### src/rtl/sram_cdc_bridge_p.sv
// sram_cdc_bridge_p
// Carries single read/write commands from the asynchronous GDP bus domain
// into the s_clk SRAM domain. Every GDP input is synchronized, a command is
// detected on a rising edge of wr|rd (or an address change under a held
// command), and it is issued to the SRAM side as a one-cycle request pulse.
// Completion is reported back with a toggling acknowledge.
//
// Ports
//   s_clk, s_rst_n          : SRAM-side clock, async active-low reset
//   gdp_req                 : GDP bus-cycle level, forwarded as s_req
//   gdp_wr_req, gdp_rd_req  : held command levels
//   gdp_addr/wdata/be       : command payload
//   gdp_err_clr             : clears the sticky error flag
//   gdp_rdata, gdp_ack      : last read data, toggles once per access
//   gdp_err                 : sticky protocol / timeout error
//   s_req, s_wr_req, s_rd_req, s_addr, s_wdata, s_be : SRAM request side
//   s_rdata, s_valid        : SRAM read return (one-cycle strobe)
//   busy                    : access in flight or a command is queued
module sram_cdc_bridge_p #(
    parameter int ADDR_W      = 16,
    parameter int DATA_W      = 16,
    parameter int SYNC_STAGES = 2,
    parameter int TIMEOUT     = 255,
    parameter int ADDR_RETRIG = 1
) (
    input  logic                  s_clk,
    input  logic                  s_rst_n,
    input  logic                  gdp_req,
    input  logic                  gdp_wr_req,
    input  logic                  gdp_rd_req,
    input  logic [ADDR_W-1:0]     gdp_addr,
    input  logic [DATA_W-1:0]     gdp_wdata,
    input  logic [DATA_W/8-1:0]   gdp_be,
    input  logic                  gdp_err_clr,
    output logic [DATA_W-1:0]     gdp_rdata,
    output logic                  gdp_ack,
    output logic                  gdp_err,
    output logic                  s_req,
    output logic                  s_wr_req,
    output logic                  s_rd_req,
    output logic [ADDR_W-1:0]     s_addr,
    output logic [DATA_W-1:0]     s_wdata,
    output logic [DATA_W/8-1:0]   s_be,
    input  logic [DATA_W-1:0]     s_rdata,
    input  logic                  s_valid,
    output logic                  busy
);

    localparam int BE_W = DATA_W / 8;
    localparam logic [15:0] TO_LAST = 16'(TIMEOUT - 1);

    typedef enum logic [1:0] {IDLE, ISSUE, WAIT_RD, DONE} state_t;

    // Synchronizer chains; index SYNC_STAGES-1 is the synced value.
    logic [SYNC_STAGES-1:0] req_sync_q, wr_sync_q, rd_sync_q, clr_sync_q;
    logic [ADDR_W-1:0]      addr_sync_q  [SYNC_STAGES];
    logic [DATA_W-1:0]      wdata_sync_q [SYNC_STAGES];
    logic [BE_W-1:0]        be_sync_q    [SYNC_STAGES];

    always_ff @(posedge s_clk or negedge s_rst_n) begin
        if (!s_rst_n) begin
            req_sync_q <= '0;
            wr_sync_q  <= '0;
            rd_sync_q  <= '0;
            clr_sync_q <= '0;
            for (int i = 0; i < SYNC_STAGES; i++) begin
                addr_sync_q[i]  <= '0;
                wdata_sync_q[i] <= '0;
                be_sync_q[i]    <= '0;
            end
        end else begin
            req_sync_q      <= {req_sync_q[SYNC_STAGES-2:0], gdp_req};
            wr_sync_q       <= {wr_sync_q[SYNC_STAGES-2:0], gdp_wr_req};
            rd_sync_q       <= {rd_sync_q[SYNC_STAGES-2:0], gdp_rd_req};
            clr_sync_q      <= {clr_sync_q[SYNC_STAGES-2:0], gdp_err_clr};
            addr_sync_q[0]  <= gdp_addr;
            wdata_sync_q[0] <= gdp_wdata;
            be_sync_q[0]    <= gdp_be;
            for (int i = 1; i < SYNC_STAGES; i++) begin
                addr_sync_q[i]  <= addr_sync_q[i-1];
                wdata_sync_q[i] <= wdata_sync_q[i-1];
                be_sync_q[i]    <= be_sync_q[i-1];
            end
        end
    end

    logic              req_s, wr_s, rd_s, clr_s, cmd_s;
    logic [ADDR_W-1:0] addr_s;
    logic [DATA_W-1:0] wdata_s;
    logic [BE_W-1:0]   be_s;

    assign req_s   = req_sync_q[SYNC_STAGES-1];
    assign wr_s    = wr_sync_q[SYNC_STAGES-1];
    assign rd_s    = rd_sync_q[SYNC_STAGES-1];
    assign clr_s   = clr_sync_q[SYNC_STAGES-1];
    assign addr_s  = addr_sync_q[SYNC_STAGES-1];
    assign wdata_s = wdata_sync_q[SYNC_STAGES-1];
    assign be_s    = be_sync_q[SYNC_STAGES-1];
    assign cmd_s   = wr_s | rd_s;

    // State
    state_t            state_q;
    logic              cmd_prev_q, armed_q, cur_wr_q;
    logic [ADDR_W-1:0] addr_prev_q;
    logic [SYNC_STAGES-1:0] warm_q;
    logic              pend_v_q, pend_wr_q;
    logic [ADDR_W-1:0] pend_addr_q;
    logic [DATA_W-1:0] pend_wdata_q;
    logic [BE_W-1:0]   pend_be_q;
    logic [15:0]       cnt_q;
    logic              s_req_q, s_wr_q, s_rd_q, ack_q, err_q;
    logic [ADDR_W-1:0] s_addr_q;
    logic [DATA_W-1:0] s_wdata_q, rdata_q;
    logic [BE_W-1:0]   s_be_q;

    logic              addr_chg, trig, idle, serve_pend, load_pend, drop, timeout, err_d;
    logic              iss_wr;
    logic [ADDR_W-1:0] iss_addr;
    logic [DATA_W-1:0] iss_wdata;
    logic [BE_W-1:0]   iss_be;

    // armed_q blocks triggering until the synchronizers hold post-reset
    // values and cmd has been seen low, so a command held across reset
    // needs a fresh rising edge.
    always_comb begin
        addr_chg   = (ADDR_RETRIG != 0) && cmd_prev_q && cmd_s && (addr_s != addr_prev_q);
        trig       = armed_q && ((cmd_s && !cmd_prev_q) || addr_chg);
        idle       = (state_q == IDLE);
        serve_pend = idle && pend_v_q;
        // In IDLE the slot is drained this cycle, so a same-cycle trigger
        // refills it; elsewhere the slot only accepts when empty.
        load_pend  = trig && (idle ? pend_v_q : !pend_v_q);
        drop       = trig && !idle && pend_v_q;
        timeout    = (state_q == WAIT_RD) && !s_valid && (cnt_q == TO_LAST);
        err_d      = (trig && wr_s && rd_s) | drop | timeout | (err_q & ~clr_s);
        iss_wr     = serve_pend ? pend_wr_q    : wr_s;
        iss_addr   = serve_pend ? pend_addr_q  : addr_s;
        iss_wdata  = serve_pend ? pend_wdata_q : wdata_s;
        iss_be     = serve_pend ? pend_be_q    : be_s;
    end

    always_ff @(posedge s_clk or negedge s_rst_n) begin
        if (!s_rst_n) begin
            state_q      <= IDLE;
            cmd_prev_q   <= 1'b0;
            armed_q      <= 1'b0;
            warm_q       <= '0;
            addr_prev_q  <= '0;
            cur_wr_q     <= 1'b0;
            pend_v_q     <= 1'b0;
            pend_wr_q    <= 1'b0;
            pend_addr_q  <= '0;
            pend_wdata_q <= '0;
            pend_be_q    <= '0;
            cnt_q        <= '0;
            s_req_q      <= 1'b0;
            s_wr_q       <= 1'b0;
            s_rd_q       <= 1'b0;
            s_addr_q     <= '0;
            s_wdata_q    <= '0;
            s_be_q       <= '0;
            rdata_q      <= '0;
            ack_q        <= 1'b0;
            err_q        <= 1'b0;
        end else begin
            s_req_q     <= req_s;
            cmd_prev_q  <= cmd_s;
            addr_prev_q <= addr_s;
            warm_q      <= {warm_q[SYNC_STAGES-2:0], 1'b1};
            armed_q     <= armed_q | (warm_q[SYNC_STAGES-1] & ~cmd_s);
            err_q       <= err_d;
            s_wr_q      <= 1'b0;
            s_rd_q      <= 1'b0;

            if (load_pend) begin
                pend_v_q     <= 1'b1;
                pend_wr_q    <= wr_s;
                pend_addr_q  <= addr_s;
                pend_wdata_q <= wdata_s;
                pend_be_q    <= be_s;
            end else if (serve_pend) begin
                pend_v_q <= 1'b0;
            end

            case (state_q)
                IDLE: begin
                    // Request outputs are registered on entry to ISSUE so
                    // the pulse lands in the ISSUE cycle.
                    if (serve_pend || trig) begin
                        state_q   <= ISSUE;
                        cur_wr_q  <= iss_wr;
                        s_addr_q  <= iss_addr;
                        s_wdata_q <= iss_wdata;
                        s_be_q    <= iss_be;
                        s_wr_q    <= iss_wr;
                        s_rd_q    <= ~iss_wr;
                    end
                end
                ISSUE: begin
                    cnt_q   <= '0;
                    state_q <= cur_wr_q ? DONE : WAIT_RD;
                end
                WAIT_RD: begin
                    if (s_valid) begin
                        rdata_q <= s_rdata;
                        state_q <= DONE;
                    end else if (timeout) begin
                        rdata_q <= '1;
                        state_q <= DONE;
                    end else begin
                        cnt_q <= cnt_q + 16'd1;
                    end
                end
                DONE: begin
                    ack_q   <= ~ack_q;
                    state_q <= IDLE;
                end
                default: state_q <= IDLE;
            endcase
        end
    end

    assign s_req     = s_req_q;
    assign s_wr_req  = s_wr_q;
    assign s_rd_req  = s_rd_q;
    assign s_addr    = s_addr_q;
    assign s_wdata   = s_wdata_q;
    assign s_be      = s_be_q;
    assign gdp_rdata = rdata_q;
    assign gdp_ack   = ack_q;
    assign gdp_err   = err_q;
    assign busy      = (state_q != IDLE) | pend_v_q;

endmodule

### config.mk
export PLATFORM = sky130hd
export DESIGN_NAME = sram_cdc_bridge_p
export DESIGN_NICKNAME = d
export VERILOG_FILES = /design/src/rtl/sram_cdc_bridge_p.sv
export SDC_FILE = /design/constraint.sdc
export NUM_CORES = 1
export LEC_CHECK = 0
export BUFFER_PORTS_ARGS = -buffer_cell sky130_fd_sc_hd__buf_2
export CORE_AREA = 3 3 160 162
export DETAILED_ROUTE_END_ITERATION = 6
export DIE_AREA = 0 0 163 165
export PLACE_DENSITY = 0.57
export RECOVER_POWER = 100
export SYNTH_ARGS = -nofsm -noshare
export SYNTH_HDL_FRONTEND = slang
export SYNTH_SLANG_ARGS = --single-unit
### constraint.sdc
create_clock -name s_clk -period 3.6 [get_ports s_clk]
set_input_delay 0.72 -clock s_clk [delete_from_list [all_inputs] [get_ports s_clk]]
set_output_delay 0.72 -clock s_clk [all_outputs]
set_load 0.02 [all_outputs]
Word level (Yosys, flattened, before mapping)
Index checks and enable logic that the tools add are counted.

Reductions and logical operators: 27. Add/sub/neg operators: 1. Equality and inequality tests: 9. Bitwise operators: 12. Multiplexer cells: 21.

Operators by type and width (count): 16-bit 2-to-1 mux (6); 16-bit one-hot mux with 2 select lines (1); 16-bit by 1-bit adder with 16-bit output (second input constant) (1); 16-bit by 8-bit equality test with 1-bit output (second input constant) (1); 16-bit inequality test (1); 1-bit logical AND (12); 1-bit 2-to-1 mux (9); 2-bit 2-to-1 mux (4); 2-bit one-hot mux with 4 select lines (1); 2-bit nonzero test (4); 1-bit bitwise OR (6); 2-bit AND reduction (3); 2-bit equality test (second input constant) (2); 1-bit logical NOT (4); 2-bit inequality test (second input constant) (2); 1-bit NOT (4); 3-bit inequality test (second input constant) (1); 3-bit AND reduction (1); 1-bit bitwise AND (2); 2-bit by 1-bit equality test with 1-bit output (second input constant) (1); 2-bit logical NOT (1); 1-bit logical OR (2); 2-bit by 1-bit inequality test with 1-bit output (second input constant) (1).

Register bits: 206.

Longest topological paths before layout
Gate-level depths: netlist of run 1.

Word-level depth: 10. Depth in mapped cells: 8.

Least setup slack after synthesis of run 1
Ideal clock, no wire load.

Path kind: register to register. From: reg addr_sync_q (netlist bit addr_s[3]). To: reg pend_addr_q[0]. Stages on the path, launching flop included: 7. Data arrival time: 1868 ps. Setup time: 125 ps. Period minus slack after synthesis: 1993 ps. Setup slack: 1607 ps. Path through: dfrtp_1 xor2_1 nor4_1 nand3_1 o211ai_4 buf_6 mux2_2.

Word-level cells in the longest chain between the ends: 5.

Ends and longest elaborated chain: start, declared (line 56) `logic [ADDR_W-1:0] addr_sync_q [SYNC_STAGES];`; start signal, assigned by index (line 80) `addr_sync_q[i] <= addr_sync_q[i-1];`; 16-bit inequality test (line 126) `addr_chg = (ADDR_RETRIG != 0) && cmd_prev_q && cmd_s && (addr_s != addr_prev_q);`; 1-bit logical AND (line 126); 1-bit logical OR (line 127) `trig = armed_q && ((cmd_s && !cmd_prev_q) || addr_chg);`; 1-bit logical AND (line 127); 1-bit logical AND (line 132) `load_pend = trig && (idle ? pend_v_q : !pend_v_q);`; end signal, assigned (line 178) `pend_addr_q <= addr_s;`; end, declared (line 107) `logic [ADDR_W-1:0] pend_addr_q;`.

No other way between the ends. A chain may end at the register's enable or synchronous reset.

Worst setup path after layout of run 1
From: reg addr_sync_q (netlist bit addr_s[14]). To: reg s_wdata_q[12], in the netlist s_wdata[12].

Word-level cells in the longest chain between the ends: 6.

Ends and longest elaborated chain: 16-bit inequality test (line 126); 1-bit logical AND (line 126); 1-bit logical OR (line 127); 1-bit logical AND (line 127); 1-bit logical OR (line 189) `if (serve_pend || trig) begin`; 2-bit AND reduction (no line); end signal, assigned (line 193) `s_wdata_q <= iss_wdata;`; end, declared (line 113) `logic [DATA_W-1:0] s_wdata_q, rdata_q;`.

No other way between the ends.

==> results of run 1 <==
## per-layer routing
metal	wire length [um]	part of all wire	global-route usage
met3	703	0.049	0.0246
met5	0	0	0
met2	7260	0.51	0.178
met1	6050	0.42	0.134
met4	294	0.021	0.0296
## per-stage QoR
stage               instance area [um^2]  instances   util  setup slack (ns)  hold WS, ns
floorplan                           7240        475      -              1.61        0.331
global placement                    8180        901  0.337              1.05        0.334
detailed placement                  8180        901  0.337              1.02        0.335
CTS                                 8950        941  0.369             0.991        0.259
global route                        8850        941  0.365             0.532        0.307
finish                              8850        941  0.365             0.786        0.331
## power breakdown
group          total (mW)  internal (mW)  leakage (nW)  switching, mW
clock network        2.34           1.47         0.382          0.874
logic                2.17          0.926         0.977           1.24
registers            3.26           2.92          2.40          0.342
total                7.77           5.31          3.76           2.46
## cells by family after synthesis
logic type	count (synthesis)	share of synthesized area
XOR/XNOR	24	0.0290
multiplexers	37	0.0572
flip-flops	206	0.712
other	1	0.000518
AO/OA/AOI/OAI	111	0.121
buffers and inverters	27	0.0228
adder cells (fa/ha/maj)	8	0.0138
AND/OR/NAND/NOR	61	0.0434
## area by class of cell
type	count	area [um^2]
tap	324	405
clock buffer	30	642
inverter	11	41.3
multi-input combinational	242	1920
timing repair buffer	118	553
clock inverter	10	131
sequential	206	5150
fill	2394	15400
## cells in the mapped netlist, drive strengths merged, types with 2 or more instances
| cell type | number | area share |
|---|---|---|
| nor2b | 3 | 0.0026 |
| and2 | 2 | 0.0017 |
| or3 | 2 | 0.0017 |
| mux2 | 35 | 0.054 |
| o21ai | 13 | 0.0090 |
| mux2i | 2 | 0.0028 |
| nand4 | 5 | 0.0043 |
| o22a | 50 | 0.061 |
| inv | 11 | 0.0057 |
| and3 | 3 | 0.0026 |
| xnor2 | 2 | 0.0024 |
| dfrtp | 206 | 0.71 |
| nor2 | 11 | 0.0057 |
| buf | 8 | 0.0088 |
| clkbuf | 8 | 0.0083 |
| nor3 | 3 | 0.0021 |
| nand3 | 17 | 0.012 |
| a21oi | 5 | 0.0040 |
| xor2 | 22 | 0.027 |
| nor4 | 4 | 0.0035 |
| nand2 | 8 | 0.0041 |
| o21a | 36 | 0.037 |
| ha | 8 | 0.014 |
| o211ai | 2 | 0.0047 |
## worst min path at each step
stage                startpoint               to  slack (ns)  depth (start not counted)
6_report           gdp_addr[15]  addr_sync_q[31]        0.33                          1
5_1_grt            gdp_addr[15]  addr_sync_q[31]        0.31                          1
4_1_cts                 s_rst_n       s_wdata[4]        0.26                          1
3_5_place_dp      req_sync_q[0]    req_sync_q[1]        0.33                          0
3_3_place_gp   wdata_sync_q[23]       wdata_s[7]        0.33                          0
2_1_floorplan   addr_sync_q[16]        addr_s[0]        0.33                          0
## registers in the layout, indices dropped and copies added, names as in the netlist, 2 cells and up
name and cells:
wdata_s 16, be_s 2, pend_be_q 2, s_wdata 16
s_addr 16, warm_q 2, addr_prev_q 16, pend_wdata_q 16
addr_s 16, pend_addr_q 16, s_be 2, cnt_q 16
rd_sync_q 2, state_q 2, clr_sync_q 2, be_sync_q 2
wr_sync_q 2, wdata_sync_q 16, gdp_rdata 16, addr_sync_q 16
req_sync_q 2
## layout by cell type, fill, tap and decap left out, drive strengths merged, types with 2 or more instances in the layout
| cell | Yosys | final |
|---|---|---|
| nor2 | 11 | 11 |
| buf | 8 | 57 |
| a21oi | 5 | 5 |
| mux2 | 35 | 35 |
| o22a | 50 | 50 |
| o21a | 36 | 36 |
| nand4 | 5 | 5 |
| dfrtp | 206 | 206 |
| o211ai | 2 | 2 |
| nand3 | 17 | 17 |
| nor4 | 4 | 4 |
| mux2i | 2 | 2 |
| xnor2 | 2 | 2 |
| o21ai | 13 | 13 |
| inv | 11 | 12 |
| clkinv | 0 | 5 |
| xor2 | 22 | 22 |
| nor3 | 3 | 3 |
| bufinv | 0 | 3 |
| and3 | 3 | 3 |
| nor2b | 3 | 3 |
| nand2 | 8 | 8 |
| and2 | 2 | 2 |
| or3 | 2 | 2 |
| clkbuf | 8 | 91 |
| ha | 8 | 8 |
==> impl_metrics.py, run 1 <==
metrics = {
    "status": {
        "status": "finished, violations left",
        "violations": "capacitance limit, slew limit",
    },
    "worst_setup_path": {
        "critPathBufInv": 1,
        "startpoint": "addr_s[14]",
        "cp_top_family": "compound AO/OA/AOI/OAI gates",
        "critical_path.max_fanout": 27,
        "cp.arrival_ns": 3.24,
        "reg2reg_to": "s_wdata[12]",
        "r2r_start": "addr_s[14]",
        "r2r_cells": 7,
        "required_ns": 4.03,
        "start_kind": "flip-flop",
        "endpoint_kind": "flip-flop",
        "path_cells": "xor2_1 > nor4_1 > nand3_1 > o211ai_1 > buf_4 > o22a_1 > o21a_1",
        "critPathSlowestCell": "o211ai_1",
        "rrSetupSlack_ns": 0.79,
        "worstSetupPathType": "reg2reg",
        "cp-endpoint": "s_wdata[12]",
        "critPathMaxStageDelay_ns": 0.76,
        "crit_cells": 7,
    },
    "global_routing": {
        "grt_pass1_wl_mm": 22.9,
        "grt.total_usage": 0.105,
        "grt_pass1_vias": 4493,
        "gr-total-overflow": 0,
        "grt_max_degree": 81,
        "grt_antenna_before_repair": 0,
    },
    "sta": {
        "hold_viol": 0,
        "finClkSkew_ns": 0.00766,
        "fin_tns_setup_ns": 0,
        "slew_headroom": -0.246,
        "fin_crit_ns": 2.81,
        "worstMarginPinSlew_ns": 1.87,
        "slew_viol_final": 80,
        "setup_viol": 0,
        "rsz0062_at_grt": "no",
        "clock.fmax_ghz": 0.355,
        "timing.final.crit_share": 0.782,
    },
    "synth": {
        "synthArstFlopShare": 1.00,
        "syn_inst": 475,
        "yosysWarnings": 0,
        "synth-seq-area-share": 0.712,
        "yosysUniqueCellTypes": 40,
        "synth-edff-count": 0,
        "yosys_most_used_dff": "dfrtp_1",
        "synth_seq_cells": 206,
        "syn_avg_cell_area_um2": 15.2,
        "synthesis.area_um2": 7240,
        "syn_nets": 540,
    },
    "clocking": {
        "cts_made_buffers": 22,
        "ctsRootBufferMaster": "clkbuf_16",
        "insertion_delay_ns": 0.49,
        "clkSinkCount": 206,
        "clk_path_buf_depth": 3,
        "cts.repair.resized": 0,
        "htreeDepth": 1,
        "path_clk_slew_ns": 0.06,
        "cts_tree": "yes",
        "hold_buffers": 0,
        "post_cts_buffers": 0,
    },
    "cells_and_area": {
        "layout-drive-gt1-share": 0.217,
        "area_growth_pct": 22.2,
        "antenna_cells": 0,
        "nNetsFinal": 666,
    },
    "place": {
        "port_buffers": 112,
        "dp_hpwl_mm": 9.81,
        "gp_routability_congestion": 0.783,
    },
    "floorplan": {
        "start_util": 0.299,
        "core-area_um2": 24200,
        "io_pins": 113,
        "die-area_um2": 26900,
        "row_count": 57,
        "fp.dieW_um": 163,
        "dieHeight_um": 165,
    },
    "power": {
        "power_mw": 7.77,
        "ir_worst_vdd_v": 0.000423,
        "power_density_nw_per_um2": 878,
        "leakagePower_nw": 3.76,
    },
    "flow_run": {
        "max_cap_viol_count": 1,
    },
    "detailed_routing": {
        "drt-pass1-iter-count": 4,
        "drc": 0,
        "wire_per_inst_um": 15.2,
        "initialDrtViolationCount": 132,
        "final_antenna_net_count": 0,
        "drt_wl_total_mm": 14.3,
        "viasPerCell": 4.43,
        "vias": 4169,
    },
    "worst_hold_path": {
        "hp-class": "in2reg",
    },
}
No activity file was read; power rests on OpenSTA's default activity.
==> run 2, diff against run 1 <==
- ABC_AREA: default -> 1
- CORE_AREA: 3 3 160 162 -> 3 3 168 170
- DIE_AREA: 0 0 163 165 -> 0 0 171 173
- clock period: 3.6 -> 2.64 ns (I/O delays scaled with it)
==> impl_metrics.py, run 2 <==
metrics = {
    "clocking": {
        "htreeDepth": 1,
        "post_cts_buffers": 0,
        "path_clk_slew_ns": 0.06,
        "hold_buffers": 0,
        "cts_tree": "yes",
        "insertion_delay_ns": 0.51,
        "ctsRootBufferMaster": "clkbuf_16",
        "clkSinkCount": 206,
        "cts.repair.resized": 0,
        "clk_path_buf_depth": 3,
        "cts_made_buffers": 24,
    },
    "cells_and_area": {
        "layout-drive-gt1-share": 0.194,
        "stdcell_area_um2": 9700,
        "layout.cells.non_filler": 1205,
        "nNetsFinal": 912,
        "antenna_cells": 0,
        "layout_commonest_cell": "dfrtp_1",
        "final_cell_mix": "dfrtp_1, nand2_1, clkbuf_1, inv_1, buf_2",
        "area_growth_pct": 20.4,
    },
    "detailed_routing": {
        "drt-pass1-iter-count": 4,
        "initialDrtViolationCount": 271,
        "vias": 5181,
        "wire_per_inst_um": 13.7,
        "final_antenna_net_count": 0,
        "drc": 0,
        "drt_wl_total_mm": 16.5,
        "viasPerCell": 4.30,
    },
    "place": {
        "gp_routability_congestion": 0.837,
        "port_buffers": 112,
        "placed_area_um2": 8920,
        "dp_hpwl_mm": 10.9,
        "place_inst": 1162,
    },
    "worst_setup_path": {
        "path_cells": "inv_1 > ha_1 > ha_1 > inv_1 > clkbuf_2",
        "required_ns": 2.11,
        "worstSetupPathType": "reg2out",
        "start_kind": "flip-flop",
        "cp.arrival_ns": 1.91,
        "critPathMaxStageDelay_ns": 0.43,
        "critical_path.max_fanout": 6,
        "endpoint_kind": "output port",
        "critPathSlowestCell": "dfrtp_1",
    },
    "power": {
        "power_mw": 11.9,
        "ir_worst_vdd_v": 0.000513,
        "power_density_nw_per_um2": 1230,
        "leakagePower_nw": 4.60,
    },
    "synth": {
        "synthesis.area_um2": 8060,
        "synth_area_leaders": "dfrtp_1, nand2_1, o21ai_2",
        "syn_inst": 726,
        "synth-edff-count": 0,
        "synthArstFlopShare": 1.00,
        "syn_avg_cell_area_um2": 11.1,
        "synth_seq_cells": 206,
        "synth-seq-area-share": 0.640,
        "yosysTopAreaCell": "dfrtp_1",
        "yosysWarnings": 0,
        "syn_nets": 791,
        "yosys_most_used_dff": "dfrtp_1",
        "yosysUniqueCellTypes": 38,
        "synthMostInstantiatedCell": "dfrtp_1",
        "yosys-top-cells-count": "dfrtp_1, nand2_1, inv_1, nand3_1",
        "synth_top_area_frac": 0.640,
    },
    "sta": {
        "fin_crit_ns": 2.44,
        "finClkSkew_ns": 0.00808,
        "fin_tns_setup_ns": 0,
        "timing.final.crit_share": 0.925,
        "rsz0062_at_grt": "no",
        "clock.fmax_ghz": 0.409,
        "slew_viol_final": 70,
        "worstMarginPinSlew_ns": 1.88,
        "setup_viol": 0,
        "hold_viol": 0,
        "slew_headroom": -0.254,
    },
    "global_routing": {
        "grt_pass1_vias": 5292,
        "grt_antenna_before_repair": 0,
        "grt_max_degree": 73,
        "grt.total_usage": 0.113,
        "grt_pass1_wl_mm": 27.5,
        "gr-total-overflow": 0,
    },
    "floorplan": {
        "fp.dieW_um": 171,
        "io_pins": 113,
        "core-area_um2": 26900,
        "dieHeight_um": 173,
        "start_util": 0.300,
        "die-area_um2": 29600,
        "row_count": 60,
    },
    "status": {
        "status": "finished, violations left",
        "violations": "capacitance limit, slew limit",
    },
    "worst_hold_path": {
        "hp-class": "in2reg",
    },
    "flow_run": {
        "max_cap_viol_count": 1,
    },
}
==> run 2: changes by cell type in the layout (fill, tap and decap cells not counted), moves of 15 or more <==
cell     change
a21oi_1     +17
inv_1       +47
mux2_2      -33
mux2i_1     +22
nand2_1    +155
nand2_2     +15
nand3_1     +26
nor2_1      +25
o21a_1      -36
o21ai_0     +25
o21ai_2     +29
o22a_1      -49
xor2_1      -17
==> run 2: stage by stage <==
stage,util,hold WS [ns],setup WS (ns)
3_3_place_gp,0.332,0.332,0.541
2_1_floorplan,-,0.232,0.662
4_1_cts,0.369,0.00147,0.167
6_report,0.361,0.127,0.197
3_5_place_dp,0.332,0.335,0.447
5_1_grt,0.361,0.100,0.0772
==> run 2: layer usage <==
| layer | up-vias | routed length (um) | track usage |
|---|---|---|---|
| li1 | 2580 | - | - |
| met1 | 2461 | 8120 | 0.164 |
| met2 | 113 | 7230 | 0.173 |
| met3 | 27 | 815 | 0.0240 |
| met4 | 0 | 298 | 0.0288 |
| met5 | - | 0 | 0 |
==> run 2: logic make-up after synthesis <==
kind of cell | after synthesis | synth area share
fa+ha+maj | 8 | 0.0124
flops | 206 | 0.640
buf+inv | 94 | 0.0615
mux | 24 | 0.0298
compound gates | 96 | 0.0775
other cells | 1 | 0.000465
simple gates | 287 | 0.168
xor+xnor | 10 | 0.0109
==> run 2: path summary, 6_finish.rpt <==
path / from / endpoint / slack (ns) / cells after the start
max reg2reg: state_q[0] / s_rd_req / 0.32 / 9
min reg2reg: wdata_sync_q[27] / wdata_s[11] / 0.35 / 0
min: gdp_wdata[9] / wdata_sync_q[25] / 0.13 / 1
max: state_q[0] / busy / 0.20 / 5
max in group asynchronous: s_rst_n / gdp_rdata[8] / 0.55 / 2
min in group asynchronous: s_rst_n / pend_wdata_q[8] / 0.53 / 1
==> run 2: layout make-up <==
type | instances | area (um^2)
Clock buffer | 30 | 674
Timing Repair Buffer | 121 | 557
Tap cell | 341 | 427
Clock inverter | 13 | 315
Sequential cell | 206 | 5150
Inverter | 68 | 260
Fill cell | 2727 | 17200
Multi-Input combinational cell | 426 | 2320
==> run 2: power breakdown <==
group / switching [mW] / internal, mW
combinational: 2.38 / 1.06
sequential: 0.471 / 3.96
clock: 1.27 / 2.78
==> run 2: worst max-delay path: cells and delay by family, from the launching register on <==
kind	cells	cell delay, ns
adder cells (fa/ha/maj)	2	0.63
flip-flops	1	0.43
buffers and inverters	3	0.35
==> run 3, diff against run 2 <==
- ABC_AREA: 1 -> 0
- CORE_AREA: 3 3 168 170 -> 3 3 153 169
- DIE_AREA: 0 0 171 173 -> 0 0 156 172
==> impl_metrics.py, run 3 (synthesized netlist as in run 1, its figures left out) <==
metrics = {
    "detailed_routing": {
        "vias": 4260,
        "viasPerCell": 4.58,
        "final_antenna_net_count": 0,
        "initialDrtViolationCount": 210,
        "wire_per_inst_um": 15.7,
        "drt_wl_total_mm": 14.6,
        "drt-pass1-iter-count": 4,
        "drc": 0,
    },
    "global_routing": {
        "grt_pass1_vias": 4559,
        "grt_antenna_before_repair": 0,
        "grt_pass1_wl_mm": 23.8,
        "gr-total-overflow": 0,
        "use_met3": 0.0198,
        "grt.total_usage": 0.109,
        "grt_use_met2": 0.189,
        "met1_usage": 0.141,
        "grt_max_degree": 62,
        "busiest_layer": "met2",
    },
    "sta": {
        "fin_crit_ns": 2.39,
        "fin_tns_setup_ns": 0,
        "hold_viol": 0,
        "rsz0062_at_grt": "no",
        "worstMarginPinSlew_ns": 1.45,
        "timing.final.crit_share": 0.906,
        "clock.fmax_ghz": 0.418,
        "finClkSkew_ns": 0.0116,
        "slew_viol_final": 0,
        "slew_headroom": 0.0366,
        "setup_viol": 0,
    },
    "worst_setup_path": {
        "r2r_cells": 6,
        "required_ns": 2.11,
        "worstSetupPathType": "reg2out",
        "r2r_start": "state_q[0]",
        "critPathBufInv": 3,
        "endpoint_kind": "output port",
        "cp.arrival_ns": 1.86,
        "critPathMaxStageDelay_ns": 0.43,
        "rrSetupSlack_ns": 0.28,
        "reg2reg_to": "s_wdata[15]",
        "start_kind": "flip-flop",
        "cp_top_family": "adder cells",
        "path_cells": "inv_1 > ha_1 > ha_1 > inv_1 > clkbuf_1",
        "critical_path.max_fanout": 6,
        "critPathSlowestCell": "dfrtp_1",
    },
    "clocking": {
        "ctsRootBufferMaster": "clkbuf_16",
        "clk_path_buf_depth": 3,
        "insertion_delay_ns": 0.50,
        "clkSinkCount": 206,
        "post_cts_buffers": 0,
        "cts.repair.resized": 0,
        "cts_made_buffers": 22,
        "hold_buffers": 0,
        "cts_tree": "yes",
        "htreeDepth": 1,
        "path_clk_slew_ns": 0.06,
    },
    "power": {
        "leakagePower_nw": 3.75,
        "ir_worst_vdd_v": 0.000477,
        "power_density_nw_per_um2": 1200,
    },
    "place": {
        "dp_hpwl_mm": 10.2,
        "gp_routability_congestion": 0.757,
        "port_buffers": 112,
    },
    "cells_and_area": {
        "area_growth_pct": 21.9,
        "layout-drive-gt1-share": 0.221,
        "final_cell_mix": "dfrtp_1, clkbuf_1, buf_2, o22a_1, o21a_1",
        "post-route-util": 0.362,
        "layout_commonest_cell": "dfrtp_1",
        "nNetsFinal": 672,
        "antenna_cells": 0,
    },
    "floorplan": {
        "io_pins": 113,
        "fp.dieW_um": 156,
        "start_util": 0.297,
        "dieHeight_um": 172,
        "core-area_um2": 24400,
        "row_count": 60,
        "die-area_um2": 26800,
    },
    "worst_hold_path": {
        "whs_path_depth": 1,
        "holdPathEnd": "addr_sync_q[31]",
        "hp-class": "in2reg",
        "min_from": "gdp_addr[15]",
    },
    "status": {
        "status": "complete, no violations",
    },
    "flow_run": {
        "max_cap_viol_count": 0,
    },
}
run 3: power by group:
| part | total, mW | leakage, nW | internal [mW] | switching, mW |
|---|---|---|---|---|
| sequential | 4.46 | 2.40 | 3.98 | 0.480 |
| clock | 3.15 | 0.368 | 1.97 | 1.19 |
| combinational | 2.96 | 0.979 | 1.25 | 1.71 |
| total | 10.6 | 3.75 | 7.20 | 3.37 |
run 3: cell type report:
| type | instances | area [um^2] |
|---|---|---|
| flip-flops and latches | 206 | 5150 |
| clock buffers | 30 | 631 |
| repair buffers | 124 | 572 |
| multi-input cells | 242 | 1910 |
| fillers | 2370 | 15600 |
| inverters | 11 | 41.3 |
| clock inverters | 8 | 131 |
| well taps | 310 | 388 |
run 3: metal layers:
| layer | wire [um] | vias to the layer above |
|---|---|---|
| li1 | - | 1967 |
| met1 | 6390 | 2193 |
| met2 | 7510 | 86 |
| met3 | 572 | 14 |
| met4 | 174 | 0 |
| met5 | 0 | - |
run 3: stage by stage:
step | area (um^2) | cells | hold slack, ns | setup slack [ns] | total power [mW]
5_1_grt | 8830 | 931 | 0.109 | 0.0601 | 11.2
3_3_place_gp | 8220 | 893 | 0.334 | 0.257 | 7.55
3_5_place_dp | 8220 | 893 | 0.335 | 0.217 | 7.70
6_report | 8830 | 931 | 0.135 | 0.248 | 10.6
4_1_cts | 8980 | 931 | 0.0121 | 0.189 | 10.9
2_1_floorplan | 7240 | 475 | 0.232 | 0.647 | 6.64
run 3: worst max-delay path by stage:
stage	from	endpoint	slack (ns)	cells past startpoint
4_1_cts	state_q[0]	cur_wr_q	0.19	6
3_5_place_dp	state_q[0]	cur_wr_q	0.22	6
5_1_grt	s_rst_n	gdp_err	0.06	2
3_3_place_gp	addr_s[0]	cur_wr_q	0.26	7
6_report	state_q[0]	busy	0.25	5
2_1_floorplan	addr_s[3]	pend_addr_q[0]	0.65	6
run 3: worst register-to-register path, delay by kind of cell, from the launching register on:
| kind | cells | cell delay, ns |
|---|---|---|
| compound gates | 2 | 1.08 |
| fa+ha+maj | 2 | 0.57 |
| buf+inv | 2 | 0.21 |
| flops | 1 | 0.43 |
